<file path="src/rtl/fetch_unit_pkg.sv">
// Shared types and constants for the instruction fetch stage.
// Latency: n/a (types only).
// Backpressure: n/a (types only).
package fetch_unit_pkg;

    localparam logic [31:0] RESET_PC_DEFAULT = 32'h0000_0000;
    localparam logic [31:0] INST_NOP         = 32'h0000_0013;
    localparam logic [31:0] PC_STEP          = 32'd4;

    // One queued fetch result: the instruction word and the PC it was read from.
    typedef struct packed {
        logic [31:0] pc;
        logic [31:0] word;
    } fetch_entry_t;

    // Redirect targets are forced to word alignment.
    function automatic logic [31:0] align_pc(input logic [31:0] addr);
        return {addr[31:2], 2'b00};
    endfunction

endpackage

</file>
<file path="src/rtl/fetch_fifo.sv">
// In-order queue of fetched words with their PCs; head read straight from storage flops.
// Latency: a word pushed at edge N is visible at the head from N+1 (no bypass).
// Backpressure: none internally; the caller's credit scheme keeps pushes off a full queue.
// Ports: push_i/push_dat_i write, pop_i advance head, flush_i empties (wins over push/pop),
//        head_dat_o head entry, count_o occupancy, empty_o queue empty.
module fetch_fifo
    import fetch_unit_pkg::*;
#(
    parameter  int DEPTH = 4,
    localparam int AW    = $clog2(DEPTH),
    localparam int CW    = AW + 1
) (
    input  logic         clk,
    input  logic         rst_n,
    input  logic         push_i,
    input  fetch_entry_t push_dat_i,
    input  logic         pop_i,
    input  logic         flush_i,
    output fetch_entry_t head_dat_o,
    output logic [CW-1:0] count_o,
    output logic         empty_o
);

    fetch_entry_t  mem_q [DEPTH];
    logic [AW-1:0] wr_ptr_q;
    logic [AW-1:0] rd_ptr_q;
    logic [CW-1:0] count_q;

    always_ff @(posedge clk or negedge rst_n) begin
        if (!rst_n) begin
            wr_ptr_q <= '0;
            rd_ptr_q <= '0;
            count_q  <= '0;
            for (int i = 0; i < DEPTH; i++) begin
                mem_q[i] <= '0;
            end
        end else if (flush_i) begin
            wr_ptr_q <= '0;
            rd_ptr_q <= '0;
            count_q  <= '0;
        end else begin
            if (push_i) begin
                mem_q[wr_ptr_q] <= push_dat_i;
                wr_ptr_q        <= wr_ptr_q + AW'(1);
            end
            if (pop_i) begin
                rd_ptr_q <= rd_ptr_q + AW'(1);
            end
            count_q <= count_q + CW'(push_i) - CW'(pop_i);
        end
    end

    assign head_dat_o = mem_q[rd_ptr_q];
    assign count_o    = count_q;
    assign empty_o    = (count_q == '0);

endmodule

</file>
<file path="src/rtl/fetch_unit.sv">
// Instruction fetch stage: owns the fetch PC, issues pipelined reads, queues words for the decoder.
// Latency: request to inst_valid is memory latency + 1 cycle.
// Backpressure: reads are issued only while queued + outstanding words < DEPTH; decoder stalls via inst_ready.
// Ports: imem_* read request/response channel, jump_flag/jump_target redirect,
//        inst_valid/inst/inst_pc/inst_ready decoder handshake.
module fetch_unit
    import fetch_unit_pkg::*;
#(
    parameter logic [31:0] RESET_PC = RESET_PC_DEFAULT,
    parameter int          DEPTH    = 4
) (
    input  logic        clk,
    input  logic        rst_n,
    output logic        imem_req,
    output logic [31:0] imem_addr,
    input  logic        imem_ready,
    input  logic        imem_rvalid,
    input  logic [31:0] imem_rdata,
    input  logic        jump_flag,
    input  logic [31:0] jump_target,
    output logic        inst_valid,
    output logic [31:0] inst,
    output logic [31:0] inst_pc,
    input  logic        inst_ready
);

    localparam int            CW      = $clog2(DEPTH) + 1;
    localparam logic [CW:0]   CREDITS = (CW+1)'(DEPTH);

    logic [31:0]   fetch_pc_q, fetch_pc_d;
    logic [31:0]   resp_pc_q,  resp_pc_d;
    logic [CW-1:0] outst_q,    outst_d;
    logic [CW-1:0] drop_q,     drop_d;

    logic [CW-1:0] fifo_count;
    logic          fifo_empty;
    fetch_entry_t  head_dat;
    fetch_entry_t  push_dat;
    logic          push;
    logic          pop;
    logic          accept;
    logic [CW:0]   credit_used;

    // Every outstanding read owns a queue slot, so a response can never find the queue full.
    assign credit_used = {1'b0, fifo_count} + {1'b0, outst_q};
    // rst_n gating keeps the request low while reset is held, yet lets the first
    // request go out in the very first cycle after release.
    assign imem_req  = rst_n && !jump_flag && (credit_used < CREDITS);
    assign imem_addr = fetch_pc_q;
    assign accept    = imem_req && imem_ready;

    always_comb begin
        fetch_pc_d = fetch_pc_q;
        resp_pc_d  = resp_pc_q;
        drop_d     = drop_q;
        outst_d    = outst_q + CW'(accept) - CW'(imem_rvalid);
        push       = 1'b0;
        push_dat   = '{pc: resp_pc_q, word: imem_rdata};

        if (jump_flag) begin
            // Everything still in flight belongs to the old stream; a response
            // arriving this very cycle is discarded here and not counted again.
            fetch_pc_d = align_pc(jump_target);
            resp_pc_d  = align_pc(jump_target);
            drop_d     = outst_q - CW'(imem_rvalid);
        end else begin
            if (accept) begin
                fetch_pc_d = fetch_pc_q + PC_STEP;
            end
            if (imem_rvalid) begin
                if (drop_q != '0) begin
                    drop_d = drop_q - CW'(1);
                end else begin
                    push      = 1'b1;
                    resp_pc_d = resp_pc_q + PC_STEP;
                end
            end
        end
    end

    always_ff @(posedge clk or negedge rst_n) begin
        if (!rst_n) begin
            fetch_pc_q <= RESET_PC;
            resp_pc_q  <= RESET_PC;
            outst_q    <= '0;
            drop_q     <= '0;
        end else begin
            fetch_pc_q <= fetch_pc_d;
            resp_pc_q  <= resp_pc_d;
            outst_q    <= outst_d;
            drop_q     <= drop_d;
        end
    end

    assign pop = !fifo_empty && inst_ready;

    // A pop handshaked in the redirect cycle is still consumed by the decoder;
    // the flush simply removes it along with the rest.
    fetch_fifo #(.DEPTH(DEPTH)) u_fifo (
        .clk        (clk),
        .rst_n      (rst_n),
        .push_i     (push),
        .push_dat_i (push_dat),
        .pop_i      (pop),
        .flush_i    (jump_flag),
        .head_dat_o (head_dat),
        .count_o    (fifo_count),
        .empty_o    (fifo_empty)
    );

    assign inst_valid = !fifo_empty;
    assign inst       = head_dat.word;
    assign inst_pc    = head_dat.pc;

    a_no_rvalid_when_full : assert property (
        @(posedge clk) disable iff (!rst_n)
        !(imem_rvalid && (fifo_count == CW'(DEPTH)))
    );

endmodule

</file>
<file path="config.mk">
export PLATFORM = sky130hd
export DESIGN_NAME = fetch_unit
export DESIGN_NICKNAME = d
export VERILOG_FILES = /design/src/rtl/fetch_unit_pkg.sv /design/src/rtl/fetch_fifo.sv /design/src/rtl/fetch_unit.sv
export SDC_FILE = /design/constraint.sdc
export NUM_CORES = 1
export LEC_CHECK = 0
export ABC_AREA = 1
export CORE_UTILIZATION = 57
export CTS_CLUSTER_SIZE = 20
export DETAILED_ROUTE_END_ITERATION = 8
export GPL_ROUTABILITY_DRIVEN = 0
export GPL_TIMING_DRIVEN = 0
export PLACE_DENSITY = 0.8
export SLEW_MARGIN = 20
export SYNTH_ARGS = -nofsm -noshare
export SYNTH_HDL_FRONTEND = slang
export SYNTH_SLANG_ARGS = --single-unit
</file>
<file path="constraint.sdc">
create_clock -name clk -period 2.7 [get_ports clk]
set_input_delay 0.54 -clock clk [delete_from_list [all_inputs] [get_ports clk]]
set_output_delay 0.54 -clock clk [all_outputs]
set_load 0.05 [all_outputs]
</file>
# Yosys cells after proc, flatten, opt, wreduce, memory -nomap -nowiden
# Cells that the tools add are included.
# totals
reg_bits	333
in_bits	70
output_inout_bits	98
elab_cells	73
# op_classes
addsub	11
n_lt_le_gt_ge	4
eq_ne	1
muxes	22
bitwise_logic	3
n_reduce_logical	17
# ops
cell	n
bitwise mux 256 bit	1
two-way mux 64 bit	3
two-way mux 32 bit	5
binary-select mux 64 bit (select 2 bit)	1
demux 64 bit (select 2 bit)	1
adder 32 x 3 -> 32 bit (second input constant)	2
two-way mux 3 bit	4
nonzero test 2 bit	5
subtractor 3 x 1 -> 3 bit	3
two-way mux 2 bit	4
adder 3 x 1 -> 3 bit	2
greater-or-equal comparator 3 bit (second input constant)	2
NOT 2 -> 3 bit	2
AND reduction 2 bit	3
logical AND 1 bit	5
adder 2 x 1 -> 2 bit (second input constant)	2
adder 3 x 3 -> 4 bit	1
less-than comparator 4 x 3 -> 1 bit (second input constant)	1
zero test 3 bit	1
less-than comparator 3 x 1 -> 1 bit (second input constant)	1
two-way mux 1 bit	3
nonzero test 3 bit	1
subtractor 3 x 1 -> 3 bit (second input constant)	1
zero test 1 bit	2
2 further kinds	2

# Logic depth before layout (Yosys ltp)
# logic_depth
depth_word	7
mapped_depth	11
depth_no_buf	11

# By module
# A second synthesis with hierarchy kept.
# unflattened
cells_unflattened	2130
hier_area_um2	16664.7
# by_module_without_submodules
module	n_inst	cells_per_inst	area_each_um2	seq_area_each_um2
fetch_fifo	1	1429	11935.2	6581.3
fetch_unit	1	701	4729.5	1651.6

# Worst setup path after synthesis
# No wires, ideal clock.
# synth_timing
path_type	flip-flop to flip-flop
startpoint	register u_fifo.count_q[1], in the netlist u_fifo.count_o[1]
endpoint	register outst_q[2]
setup_time_ps	129
t_arrival_ps	2522
required_ps	2571
path_slack_ps	49
stages_incl_launch_ff	12
n_path_buf	0
period_less_slack_ps	2651
path_cell_list	dfrtp_1 > ha_1 > nand3_1 > nand3_1 > nor2_4 > nand2_4 > ha_1 > inv_1 > ha_1 > fa_1 > xnor2_1 > xor2_1
# synth_between
elab_chain_cells	6
# synth_rtl
element	line_no	source
from (decl)	fetch_fifo.sv:27	logic [CW-1:0] count_q;
from (signal assigned)	fetch_fifo.sv:49	count_q <= count_q + CW'(push_i) - CW'(pop_i);
adder 3 x 3 -> 4 bit	fetch_unit.sv:45	assign credit_used = {1'b0, fifo_count} + {1'b0, outst_q};
less-than comparator 4 x 3 -> 1 bit	fetch_unit.sv:48	assign imem_req = rst_n && !jump_flag && (credit_used < CREDITS);
logical AND 1 bit	fetch_unit.sv:48	
named net imem_req	fetch_unit.sv:14	output logic imem_req,
logical AND 1 bit	fetch_unit.sv:50	assign accept = imem_req && imem_ready;
adder 3 x 1 -> 3 bit	fetch_unit.sv:56	outst_d = outst_q + CW'(accept) - CW'(imem_rvalid);
subtractor 3 x 1 -> 3 bit	fetch_unit.sv:56	
named net outst_d[2]	fetch_unit.sv:32	logic [CW-1:0] outst_q, outst_d;
to (signal assigned)	fetch_unit.sv:90	outst_q <= outst_d;
to (decl)	fetch_unit.sv:32	
# The timed path passes the listed nets, and every way through them passes these cells.
# A chain may end at the register's enable or synchronous reset.

# Worst setup path after layout
# layout_timing
startpoint	register u_fifo.rd_ptr_q[0]
endpoint	output port inst[14]
# layout_between
elab_chain_cells	4
# layout_rtl
element	line_no	source
from (decl)	fetch_fifo.sv:26	logic [AW-1:0] rd_ptr_q;
from (signal assigned)	fetch_fifo.sv:47	rd_ptr_q <= rd_ptr_q + AW'(1);
NOT 2 -> 3 bit (not written as such)	fetch_fifo.sv:53	assign head_dat_o = mem_q[rd_ptr_q];
binary-select mux 64 bit (select 2 bit)	fetch_fifo.sv:53	
two-way mux 64 bit (not written as such) (2 in a row)	fetch_fifo.sv:53	
to (decl)	fetch_unit.sv:22	output logic [31:0] inst,
# No other way between the ends. The select of a mux whose other input is x is not followed.

==> run_results.csv <==
group,metric,value,unit
critical_path,critPathMaxStageDelay,350,ps
final_layout,drive_above_1_share,0.117,
clocking,cts.path.max_buffers,3,
route,dr.pass1.iters,5,
synth,ys_ff_latch,321,
global_route,grt_pass1_wl,75300,um
global_route,grt_usage,0.343,
clocking,cts-root-buf,"clkbuf_16",
clocking,clock_latency,530,ps
placed_design,postPlaceCellArea,17600,um^2
power_and_ir_drop,p_int,0.0112,W
floorplan,ios,168,
final_layout,syn_to_final_growth,21.1,%
synth,yosys.area.top_type,"dfrtp_1",
worst_hold_path,hold_class,"in -> async",
placed_design,io_buffers,160,
placed_design,hpwl,32300,um
synth,synth_edf_count,0,
floorplan,dieArea,27800,um^2
sta,hold_slack,28.5,ps
power_and_ir_drop,p_per_area,1060,nW/um^2
route,drc,0,
floorplan,std_cell_rows,59,
clocking,htree_levels,2,
sta,hold_viol,0,
synth,async_flop_share,1.00,
synth,synth.distinct_cells,40,
floorplan,initial_core_util,0.587,
sta,min_period,2680,ps
final_layout,final_cell_area,18700,um^2
sta,fin_tns_setup,0,ps
synth,syn_inst,1914,
floorplan,fp.dieW,167,um
synth,syn-mean-instance-area,8.08,um^2
power_and_ir_drop,p_seq_frac,0.342,
power_and_ir_drop,comb_power_share,0.419,
power_and_ir_drop,power_frac_clock,0.239,
clocking,clk_pin_slew_worst_paths,60,ps
final_layout,fin_nets,2207,
synth,ys_seq_area_frac,0.520,
global_route,grt_max_degree,80,
sta,fmax,374,MHz
clocking,numCtsBuffers,35,
clocking,cts.sinks,321,
sta,min_period_over_period,0.991,
critical_path,slowest_stage,"dfrtp_1",
final_layout,fillers,2085,
sta,maxSlewHeadroom,0.522,
route,drt_iter0_markers,1664,
run,drv_cap,0,
global_route,antenna_found_initial,0,
sta,drv_slew,0,
power_and_ir_drop,switchingPower,0.00867,W
critical_path,cp_cell_sequence,"clkbuf_4 > inv_4 > buf_6 > buf_4 > nor2_1 > o22ai_1 > buf_4",
critical_path,crit_type,"reg -> out",
route,vias,14800,
synth,yosys_most_used_dff,"dfrtp_1",
synth,synth_area_leaders,"dfrtp_1 52%, o21ai_0 13%, nand2_1 11%, nor2_1 4.9%, inv_1 3.2%",
clocking,cts_setup_buffers,0,
critical_path,crit_top_cell,"buf_4",
status,status,"complete, no violations",
power_and_ir_drop,ir_worst_vdd,0.000520,V
critical_path,crit_path_start_kind,"flop",
sta,worst_pin_slew,717,ps
critical_path,end_kind,"output pin",
global_route,grt.met1_usage,0.432,
clocking,cts_tree,"yes",
critical_path,worst-path-max-fanout,10,
global_route,grt_pass1_vias,14600,
power_and_ir_drop,p_sw_frac,0.436,
route,wire_per_inst,19.1,um
global_route,met2_usage,0.569,
sta,fin_skew,16.2,ps
critical_path,critical_path_required,2160,ps
power_and_ir_drop,p_leak,8.95,nW
global_route,overflow,0,
floorplan,dieHeight,167,um
global_route,top_usage_layer,"met2",
route,via_per_inst,5.96,
route,routed_wl,47300,um
synth,synth_top_area_share,0.520,
route,final_antenna_net_count,0,
floorplan,core_area,26400,um^2
global_route,met3_usage,0.0599,
synth,synth_area,15500,um^2
critical_path,crit_arrival,2140,ps
synth,yosysWarnings,0,
sta,setup_violations,0,
## power by group through the flow
stage                     registers (W)  logic [W]  clock network, W
after CTS                       0.00677    0.00821           0.00479
after floorplan                 0.00690    0.00543                 0
final                           0.00681    0.00834           0.00477
after global routing            0.00693    0.00891           0.00499
after detailed placement        0.00682    0.00847                 0
after global placement          0.00679    0.00828                 0
## layout make-up
type,count,area (um^2),share of cell area
diodes,1,2.50,0.000134
inverters,139,526,0.0281
plain buffers,112,609,0.0326
clock inverters,11,123,0.00655
clock buffers,52,1010,0.0540
multi-input cells,1345,6470,0.346
repair buffers,165,1530,0.0816
flip-flops and latches,321,8030,0.429
well taps,335,419,0.0224
## worst paths after layout
kind                                         start                end  slack (ps)  depth (start not counted)
worst max-delay path            u_fifo.rd_ptr_q[0]           inst[14]          20                          7
worst min-delay path                         rst_n    u_fifo.mem_q[9]          30                          2
worst max register to register           drop_q[0]  u_fifo.count_o[2]         130                         11
worst min register to register   u_fifo.mem_q[159]  u_fifo.mem_q[159]         480                          2
max in group asynchronous                    rst_n      imem_addr[15]        1870                          3
min in group clk                         jump_flag      imem_addr[12]         430                          3
## layout by cell type, fill, tap and decap left out, types with 5 or more instances in the layout
cell type,instances
a21oi_1,24
inv_2,6
clkbuf_1,38
nand3_1,84
nor2_4,5
nor2_1,200
o22ai_2,9
clkdlybuf4s50_1,96
buf_4,38
clkbuf_4,12
nand4_1,6
xor2_1,12
nor2_2,7
o22ai_1,53
ha_1,16
a31oi_1,9
o21ai_0,412
dfrtp_1,321
buf_2,66
o211ai_1,10
clkbuf_16,35
clkbuf_2,22
clkbuf_8,7
nand2_2,5
nand2_1,448
clkinv_2,5
o21ai_1,6
buf_6,8
inv_1,131
buf_16,5
nor3_1,9
## timing repair
action,CTS,global route
hold buffers,1,0
endpoints found under the setup margin,63,62
gates resized for setup,369,62
hold endpoints to repair,44,0
## logic make-up after synthesis
kind of cell	Yosys count	share of synthesized area
AO/OA/AOI/OAI	530	0.180
XOR/XNOR	14	0.00793
buffers and inverters	251	0.0673
flip-flops	321	0.520
adder cells (fa/ha/maj)	18	0.0155
other	1	0.000243
AND/OR/NAND/NOR	779	0.209
## synthesized netlist by cell type, drive strengths merged, types with 2 or more instances
cell type  instances
inv              137
fa                 2
dfrtp            321
o221ai             4
and3               2
nor3              12
nor2             213
nand2            457
a31oi              9
xor2              12
nand4              6
o21ai            418
clkbuf            59
o22ai             62
buf               53
clkinv             2
xnor2              2
a21oi             24
nand3             86
ha                16
o211ai            10
## worst max-delay path, delay by kind of cell (launching register included)
kind / cells / cell delay [ps]
flip-flops: 1 / 350
AO/OA/AOI/OAI: 1 / 230
AND/OR/NAND/NOR: 1 / 50
buffers and inverters: 5 / 960
## state kept, by name, indices dropped and copies added (netlist names)
| signal | cells |
|---|---|
| u_fifo.mem_q | 248 |
| imem_addr | 30 |
| resp_pc_q | 30 |
| drop_q | 3 |
| outst_q | 3 |
| u_fifo.count_o | 3 |
| u_fifo.rd_ptr_q | 2 |
| u_fifo.wr_ptr_q | 2 |
## per-layer routing
layer / share of wire / vias to the layer above / wire length [um]
li1: - / 6728 / -
met4: 0.044 / 0 / 2100
met5: 0 / - / 0
met1: 0.39 / 7034 / 18200
met2: 0.48 / 875 / 22600
met3: 0.094 / 154 / 4430
## metrics by stage
step / cells / utilization / setup slack (ps) / total power, W
after floorplan: 1917 / - / 49.3 / 0.0123
after global placement: 2412 / 0.664 / -13010 / 0.0151
after detailed placement: 2416 / 0.668 / -435 / 0.0153
after CTS: 2480 / 0.708 / -79.9 / 0.0198
after global routing: 2480 / 0.710 / -10.5 / 0.0208
final: 2481 / 0.710 / 24.7 / 0.0199
Note: power is estimated with default switching activity, not from simulation.
